`src/rtl/quad_mixer_n.sv`:
```
// Quadrature mixer: synchronises a 1-bit RF comparator sample and mixes it with
// sine/cosine LO samples (sign or multi-bit mode), counting saturated products.
module quad_mixer_n #(
  parameter int SYNC_STAGES = 2,
  parameter int LO_W        = 8,
  parameter int OUT_W       = 8
) (
  input  logic             clk,
  input  logic             rst_n,
  input  logic             en,
  input  logic             rf_in,
  input  logic [LO_W-1:0]  lo_sin,
  input  logic [LO_W-1:0]  lo_cos,
  input  logic             mode,
  input  logic             iq_swap,
  output logic [OUT_W-1:0] mix_sin,
  output logic [OUT_W-1:0] mix_cos,
  output logic             valid,
  output logic [15:0]      sat_cnt
);

  logic [SYNC_STAGES-1:0] sync_q, sync_d;
  logic                   rf_s;
  logic [LO_W-1:0]        a_sin_q, a_sin_d, a_cos_q, a_cos_d;
  logic                   a_rf_q, a_rf_d, a_mode_q, a_mode_d, a_swap_q, a_swap_d;
  logic [OUT_W-1:0]       mix_sin_q, mix_sin_d, mix_cos_q, mix_cos_d;
  logic                   va_q, va_d, valid_q, valid_d;
  logic [15:0]            sat_cnt_q, sat_cnt_d;
  logic [LO_W-1:0]        path_sin_lo_s, path_cos_lo_s;
  logic [OUT_W:0]         res_sin_s, res_cos_s;
  logic [16:0]            sat_sum_s;

  // Returns {saturated, product}; negation is done one bit wider so that only
  // -2^(LO_W-1) with OUT_W == LO_W can overflow.
  function automatic logic [OUT_W:0] mix_path(input logic [LO_W-1:0] lo,
                                              input logic rf,
                                              input logic mode_i);
    logic signed [LO_W:0]  neg_v;
    logic signed [OUT_W:0] wide_v;
    logic [OUT_W:0]        res;
    neg_v  = {(LO_W+1){1'b0}};
    wide_v = {(OUT_W+1){1'b0}};
    res    = {(OUT_W+1){1'b0}};
    if (!mode_i) begin
      if (lo[LO_W-1] == rf) begin
        res = {1'b0, {(OUT_W-1){1'b0}}, 1'b1};
      end else begin
        res = {1'b0, {OUT_W{1'b1}}};
      end
    end else if (!rf) begin
      wide_v = (OUT_W+1)'(signed'(lo));
      res    = {1'b0, wide_v[OUT_W-1:0]};
    end else begin
      neg_v  = -((LO_W+1)'(signed'(lo)));
      wide_v = (OUT_W+1)'(neg_v);
      if (wide_v[OUT_W] != wide_v[OUT_W-1]) begin
        res = {1'b1, 1'b0, {(OUT_W-1){1'b1}}};
      end else begin
        res = {1'b0, wide_v[OUT_W-1:0]};
      end
    end
    return res;
  endfunction

  assign rf_s = sync_q[SYNC_STAGES-1];

  // Path selection, products and saturating counter arithmetic
  always_comb begin
    if (a_swap_q) begin
      path_sin_lo_s = a_cos_q;
      path_cos_lo_s = a_sin_q;
    end else begin
      path_sin_lo_s = a_sin_q;
      path_cos_lo_s = a_cos_q;
    end
    res_sin_s = mix_path(path_sin_lo_s, a_rf_q, a_mode_q);
    res_cos_s = mix_path(path_cos_lo_s, a_rf_q, a_mode_q);
    sat_sum_s = {1'b0, sat_cnt_q} + {16'd0, res_sin_s[OUT_W]} + {16'd0, res_cos_s[OUT_W]};
  end

  // Next-state for synchroniser, both pipeline stages and the valid chain
  always_comb begin
    sync_d    = {sync_q[SYNC_STAGES-2:0], rf_in};
    va_d      = en;
    valid_d   = va_q;
    a_sin_d   = a_sin_q;
    a_cos_d   = a_cos_q;
    a_rf_d    = a_rf_q;
    a_mode_d  = a_mode_q;
    a_swap_d  = a_swap_q;
    mix_sin_d = mix_sin_q;
    mix_cos_d = mix_cos_q;
    sat_cnt_d = sat_cnt_q;
    if (en) begin
      a_sin_d   = lo_sin;
      a_cos_d   = lo_cos;
      a_rf_d    = rf_s;
      a_mode_d  = mode;
      a_swap_d  = iq_swap;
      mix_sin_d = res_sin_s[OUT_W-1:0];
      mix_cos_d = res_cos_s[OUT_W-1:0];
      if (sat_sum_s[16]) begin
        sat_cnt_d = 16'hFFFF;
      end else begin
        sat_cnt_d = sat_sum_s[15:0];
      end
    end else begin
      sat_cnt_d = sat_cnt_q;
    end
  end

  // State registers; synchroniser and stage-A rf reset to 1, everything else to 0
  always_ff @(posedge clk or negedge rst_n) begin
    if (!rst_n) begin
      sync_q    <= {SYNC_STAGES{1'b1}};
      a_sin_q   <= {LO_W{1'b0}};
      a_cos_q   <= {LO_W{1'b0}};
      a_rf_q    <= 1'b1;
      a_mode_q  <= 1'b0;
      a_swap_q  <= 1'b0;
      mix_sin_q <= {OUT_W{1'b0}};
      mix_cos_q <= {OUT_W{1'b0}};
      va_q      <= 1'b0;
      valid_q   <= 1'b0;
      sat_cnt_q <= 16'd0;
    end else begin
      sync_q    <= sync_d;
      a_sin_q   <= a_sin_d;
      a_cos_q   <= a_cos_d;
      a_rf_q    <= a_rf_d;
      a_mode_q  <= a_mode_d;
      a_swap_q  <= a_swap_d;
      mix_sin_q <= mix_sin_d;
      mix_cos_q <= mix_cos_d;
      va_q      <= va_d;
      valid_q   <= valid_d;
      sat_cnt_q <= sat_cnt_d;
    end
  end

  assign mix_sin = mix_sin_q;
  assign mix_cos = mix_cos_q;
  assign valid   = valid_q;
  assign sat_cnt = sat_cnt_q;

endmodule

```
`config.mk`:
```
export PLATFORM = sky130hd
export DESIGN_NAME = quad_mixer_n
export DESIGN_NICKNAME = d
export VERILOG_FILES = /design/src/rtl/quad_mixer_n.sv
export SDC_FILE = /design/constraint.sdc
export NUM_CORES = 1
export LEC_CHECK = 0
export CORE_MARGIN = 10
export CORE_UTILIZATION = 45
export CTS_CLUSTER_SIZE = 8
export DETAILED_ROUTE_END_ITERATION = 6
export PLACE_DENSITY = 0.74
export SYNTH_ARGS = -nofsm -noshare
export SYNTH_HDL_FRONTEND = slang
export SYNTH_SLANG_ARGS = --single-unit
```
`constraint.sdc`:
```
create_clock -name clk -period 9.26 [get_ports clk]
set_input_delay 0.926 -clock clk [delete_from_list [all_inputs] [get_ports clk]]
set_output_delay 0.926 -clock clk [all_outputs]
set_load 0.05 [all_outputs]
```
==> flow_summary.yaml, run 1 <==
timing:
  relSlewSlack: 0.224
  hold_viol: 0
  holdWs_ns: 0.357
  maxSlewViolCount: 0
  tns_ns: 0
  setup_viol: 0
  rsz0062_at_grt: "false"
  layout_setup_ws_ns: 4.85
  post-route-period-util: 0.476
  skew_ns: 0.0129
  worstMarginPinSlew_ns: 1.16
  fin_crit_ns: 4.41
  fmax_mhz: 227
cts:
  clk_latency_ns: 0.32
  cts-root-buf: "clkbuf_8"
  cts.repair.resized: 0
  post_cts_buffers: 0
  clockBufferDepth: 2
  numClockSinks: 55
  htreeDepth: 2
  clk_pin_slew_worst_paths_ns: 0.11
  hold_buffers: 0
  cts_tree: "yes"
  cts-buffers-inserted: 5
synth:
  synthArstFlopShare: 1.00
  synthFlopType: "dfrtp_1"
  syn-cell-area_um2: 3170
  ys_ff_latch: 55
  syn-instance-count: 305
  yosys_warnings: 0
  postSynthAreaPerCell_um2: 10.4
  synth_edf_count: 0
  synth_seq_area_share: 0.435
  syn_nets: 333
  ys_types: 52
floorplanning:
  die_h_um: 104
  initial_utilization: 0.464
  placementRows: 30
  fp.dieW_um: 104
  fp.dieArea_um2: 10800
  core-area_um2: 6830
  io_pins: 55
grt:
  grt_start_max_net_pins: 56
  grt_pass1_vias: 2395
  grt_first_pass_wirelength_um: 12300
  antenna_found_initial: 0
  gr-usage-all-layers: 0.132
  overflow: 0
power_and_ir_drop:
  power_leakage_nw: 1.55
  peakVddDrop_mv: 0.0899
  cellPowerDensity_nw_per_um2: 194
  power_mw: 0.748
critical_path:
  crit_fanout: 31
  cp_common_cell: "ha_1"
  cp_data_arrival_time_ns: 4.59
  required_ns: 9.44
  crit_path_cell_trace: "mux2i_1 > ha_1 > nor4b_4 > nor2_1 > o21a_1 > ha_1 > nand3_1 > fa_1 > inv_1 > ha_1 > nand2_1 > nor3_1 > and4_1 > o21ai_0"
  path_buf_inv: 1
  crit_family: "simple AND/OR/NAND/NOR gates"
  reg2reg_slack_ns: 4.85
  critPathMaxStageDelay_ns: 1.13
  path_class: "reg -> reg"
  crit_slowest_cell: "dfrtp_1"
  cp-end-kind: "register"
  worstSetupStartpointType: "register"
finish:
  final_cell_area_um2: 3850
  drive_gt1_frac: 0.144
  antenna_cells: 0
  stdcell_count: 449
  final_core_util: 0.564
  area_growth_pct: 21.5
  final_net_count: 380
  fillers: 636
job:
  maxCapViolCount: 0
run_status:
  outcome: "complete, no violations"
detailed_routing:
  wl_met2_um: 3160
  met1Wirelength_um: 3400
  drt-initial-drc-count: 163
  dr_total_vias: 2471
  routed.top_layer: "met4"
  wl_met3_um: 433
  route.detailed.drc: 0
  ant_nets: 0
  via_per_inst: 5.50
  dr.pass1.iters: 4
  wl_per_cell_um: 15.8
  routed_wl_um: 7100
placed_design:
  port-buffer-count: 54
  dp_cells: 441
  dp_hpwl_um: 5240
  place_congestion: 0.842
  dpl_cell_area_um2: 3760
  pre_cts_ws_ns: 4.93
min_path:
  hold_path_class: "reg -> reg"
## cell usage after synthesis (all sizes together), types with 3 or more instances
cell    instances  area [um2]
a21oi           4        20.0
a31oi          11        90.1
a41oi           3        26.3
and3            4        35.0
and4            4        35.0
buf            10        57.6
clkbuf          7        26.3
dfrtp          52        1300
dfstp           3        78.8
ha              5        62.6
inv             6        22.5
mux2           24         278
mux2i          19         190
nand2          21        78.8
nand2b          4        25.0
nand3          11        55.1
nand3b          8        60.1
nand4           3        18.8
nor2           27         101
nor2b           3        18.8
nor3           13        65.1
nor3b           5        42.5
nor4            4        31.3
o211ai          6        45.0
o21a            3        22.5
o21ai          13        65.1
xnor2           5        43.8
xor2            6        52.6
## placed cells by master (no fill, tap or decap), types with 5 or more instances in the layout
cell             count
inv_1                6
nand3_1             11
xor2_1               6
nand3b_1             8
dfrtp_1             52
xnor2_1              5
mux2_2              22
nand2_1             21
ha_1                 5
clkdlybuf4s50_1     52
o21ai_0             13
mux2i_1             19
nor3_1              13
nor2_1              27
clkbuf_8             5
o211ai_1             6
a31oi_1              9
## power breakdown
part	total (mW)	internal, mW	switching, mW
sequential	0.320	0.276	0.0434
clock	0.135	0.0542	0.0812
combinational	0.293	0.115	0.178
total	0.748	0.445	0.303
## cell type report
| class | count | area, um2 | area share |
|---|---|---|---|
| clock buffer | 5 | 68.8 | 0.0179 |
| clock inverter | 3 | 23.8 | 0.00617 |
| inverter | 6 | 22.5 | 0.00585 |
| multi-input combinational | 227 | 1680 | 0.437 |
| sequential | 55 | 1380 | 0.358 |
| tap | 96 | 120 | 0.0312 |
| timing repair buffer | 57 | 553 | 0.144 |
## final timing paths
| kind | startpoint | endpoint | depth (start not counted) |
|---|---|---|---|
| min in group asynchronous | rst_n | mix_cos[0] | 2 |
| min | va_q | valid | 0 |
| min reg2reg | va_q | valid | 0 |
| max reg2reg | a_swap_q | sat_cnt[14] | 14 |
| max | a_swap_q | sat_cnt[14] | 14 |
| max in group asynchronous | rst_n | mix_cos[5] | 2 |
## per-layer routing
metal / vias up / track usage
met2: 71 / 0.199
met4: 0 / 0.0388
met3: 11 / 0.0378
li1: 1213 / -
met1: 1176 / 0.178
met5: - / 0
## cell families (layout without fill, tap and decap cells)
logic type / Yosys count / count (layout) / share of synthesized area
flops: 55 / 55 / 0.435
xor+xnor: 11 / 11 / 0.0304
buf+inv: 23 / 71 / 0.0336
compound gates: 54 / 54 / 0.122
fa+ha+maj: 6 / 6 / 0.0261
simple gates: 113 / 113 / 0.205
mux: 43 / 43 / 0.148
## flip-flops by register name (all words and copies together) (netlist names)
| register | count |
|---|---|
| a_mode_q | 1 |
| valid | 1 |
| mix_cos | 8 |
| a_rf_q | 1 |
| va_q | 1 |
| sync_q | 2 |
| a_cos_q | 8 |
| a_sin_q | 8 |
| mix_sin | 8 |
| a_swap_q | 1 |
| sat_cnt | 16 |
No activity file was read; power rests on OpenSTA's default activity.
==> run 2: changes to the inputs <==
==> constraint.sdc (replaced) <==
create_clock -name clk -period 4.2 [get_ports clk]
set_input_delay 0.42 -clock clk [delete_from_list [all_inputs] [get_ports clk]]
set_output_delay 0.42 -clock clk [all_outputs]
set_load 0.05 [all_outputs]
==> run 2 against run 1 <==
Critical path depth is the same. First-iteration DRC count shrank 11%. Sequential power grew 120%. Clock-buffer cell count grew 1. Power grew 140%. Worst setup slack lost 4.4 ns. Combinational power grew 120%. Fmax grew 18%. Sequential share of layout area shrank 0.53 points. Critical endpoint is now sat_cnt[13].
==> flow_summary.yaml, run 2 (synthesis results as in run 1) <==
power_and_ir_drop:
  peakVddDrop_mv: 0.229
  cellPowerDensity_nw_per_um2: 452
  power_leakage_nw: 1.58
grt:
  gr-usage-all-layers: 0.132
  overflow: 0
  grt_start_max_net_pins: 56
  grt_pass1_vias: 2542
  antenna_found_initial: 0
  grt_first_pass_wirelength_um: 12300
timing:
  maxSlewViolCount: 0
  fmax_mhz: 267
  rsz0062_at_grt: "false"
  hold_viol: 0
  relSlewSlack: 0.533
  post-route-period-util: 0.891
  setup_viol: 0
  worstMarginPinSlew_ns: 0.701
  tns_ns: 0
  skew_ns: 0.0112
  fin_crit_ns: 3.74
cts:
  htreeDepth: 2
  clk_latency_ns: 0.31
  cts-root-buf: "clkbuf_8"
  numClockSinks: 55
  clk_pin_slew_worst_paths_ns: 0.10
  cts-buffers-inserted: 5
  cts_tree: "yes"
  hold_buffers: 0
  clockBufferDepth: 2
run_status:
  outcome: "complete, no violations"
floorplanning:
  fp.dieArea_um2: 10800
  placementRows: 30
  io_pins: 55
  core-area_um2: 6830
  fp.dieW_um: 104
  die_h_um: 104
  initial_utilization: 0.464
finish:
  multi_input_area_um2: 1690
  final_common_cell: "clkdlybuf4s50_1"
  final_core_util: 0.573
  drive_gt1_frac: 0.152
  area_growth_pct: 23.5
  fillers: 600
  mostFrequentLayoutCells: "clkdlybuf4s50_1 (52), dfrtp_1 (51), nor2_1 (27)"
  largest_reg_flops: 16
  antenna_cells: 0
  final_net_count: 382
  regArea_um2: 1380
detailed_routing:
  via_per_inst: 5.57
  drt-initial-drc-count: 145
  ant_nets: 0
  dr_total_vias: 2511
  routed_wl_um: 7200
  route.detailed.drc: 0
  dr.pass1.iters: 4
  wl_per_cell_um: 16.0
critical_path:
  path_class: "reg -> reg"
  crit_fanout: 14
  reg2reg_depth: 14
  timing.rr.start: "a_swap_q"
  cp-end-kind: "register"
  cp_data_arrival_time_ns: 3.98
  worstSetupStartpointType: "register"
  required_ns: 4.43
  reg2reg_slack_ns: 0.46
  path_buf_inv: 2
  critPathMaxStageDelay_ns: 0.52
  cp.depth: 14
  crit_slowest_cell: "dfrtp_2"
  crit_path_cell_trace: "buf_4 > nor4_2 > o21ai_0 > nor3_1 > xor2_1 > ha_1 > nand3_1 > fa_1 > inv_1 > ha_1 > nand2_1 > nor2_1 > nand2_1 > a31oi_1"
  crit_path_start: "a_swap_q"
  crit_family: "simple AND/OR/NAND/NOR gates"
job:
  maxCapViolCount: 0
min_path:
  hold_path_class: "in -> async"
placed_design:
  place_congestion: 0.915
  dp_hpwl_um: 5290
  port-buffer-count: 54
==> run 2: changes by cell type in the layout (fill, tap and decap cells not counted) <==
cell	change
buf_4	+2
bufinv_16	+2
clkinvlp_4	-2
clkbuf_1	+1
dfrtp_1	-1
dfrtp_2	+1
inv_6	-1
nor3_1	-1
nor3_2	+1
==> run 2: area by class of cell <==
type,instances,share of cell area
tap,96,0.0307
clock inverter,2,0.0154
inverter,6,0.00576
timing repair buffer,59,0.145
clock buffer,6,0.0185
multi-input combinational,227,0.431
sequential,55,0.353
==> run 2: through the flow <==
step / power [mW] / setup slack (ns) / area [um2] / hold WS (ns) / std cells
2_1_floorplan: 1.14 / 0.693 / 3170 / 0.124 / 305
3_3_place_gp: 1.36 / 0.500 / 3770 / 0.333 / 443
3_5_place_dp: 1.37 / 0.328 / 3770 / 0.347 / 443
4_1_cts: 1.78 / 0.322 / 3910 / 0.271 / 451
5_1_grt: 1.86 / 0.100 / 3910 / 0.300 / 451
6_report: 1.77 / 0.456 / 3910 / 0.235 / 451
==> run 2: where the power goes <==
group,total [mW],internal (mW),switching [mW]
combinational,0.651,0.254,0.398
clock,0.411,0.238,0.173
sequential,0.705,0.609,0.0952
total,1.77,1.10,0.666
==> run 2: routing by layer <==
metal | wire [um] | GRT usage | up-vias
met1 | 3410 | 0.170 | 1211
met5 | 0 | 0 | -
li1 | - | - | 1217
met2 | 3300 | 0.214 | 76
met3 | 418 | 0.0347 | 7
met4 | 67 | 0.0348 | 0
==> run 2: worst paths after layout <==
check                              end
max in group asynchronous     a_swap_q
min in group clk             sync_q[1]
hold / removal              mix_cos[1]
setup / recovery           sat_cnt[13]
hold reg to reg              sync_q[1]
setup reg to reg           sat_cnt[13]
==> run 2: repair_timing <==
action                                  CTS  global route
buffers inserted                          0             0
resized for setup                         0             2
endpoints found under the setup margin    0             1
==> run 2: worst reg2reg max path: stages, from the launching register on <==
cell,delay (ns)
dfrtp_2,0.52
buf_4,0.24
nor4_2,0.36
o21ai_0,0.16
nor3_1,0.20
xor2_1,0.10
ha_1,0.37
nand3_1,0.15
fa_1,0.44
inv_1,0.10
ha_1,0.19
nand2_1,0.14
nor2_1,0.17
nand2_1,0.27
a31oi_1,0.27
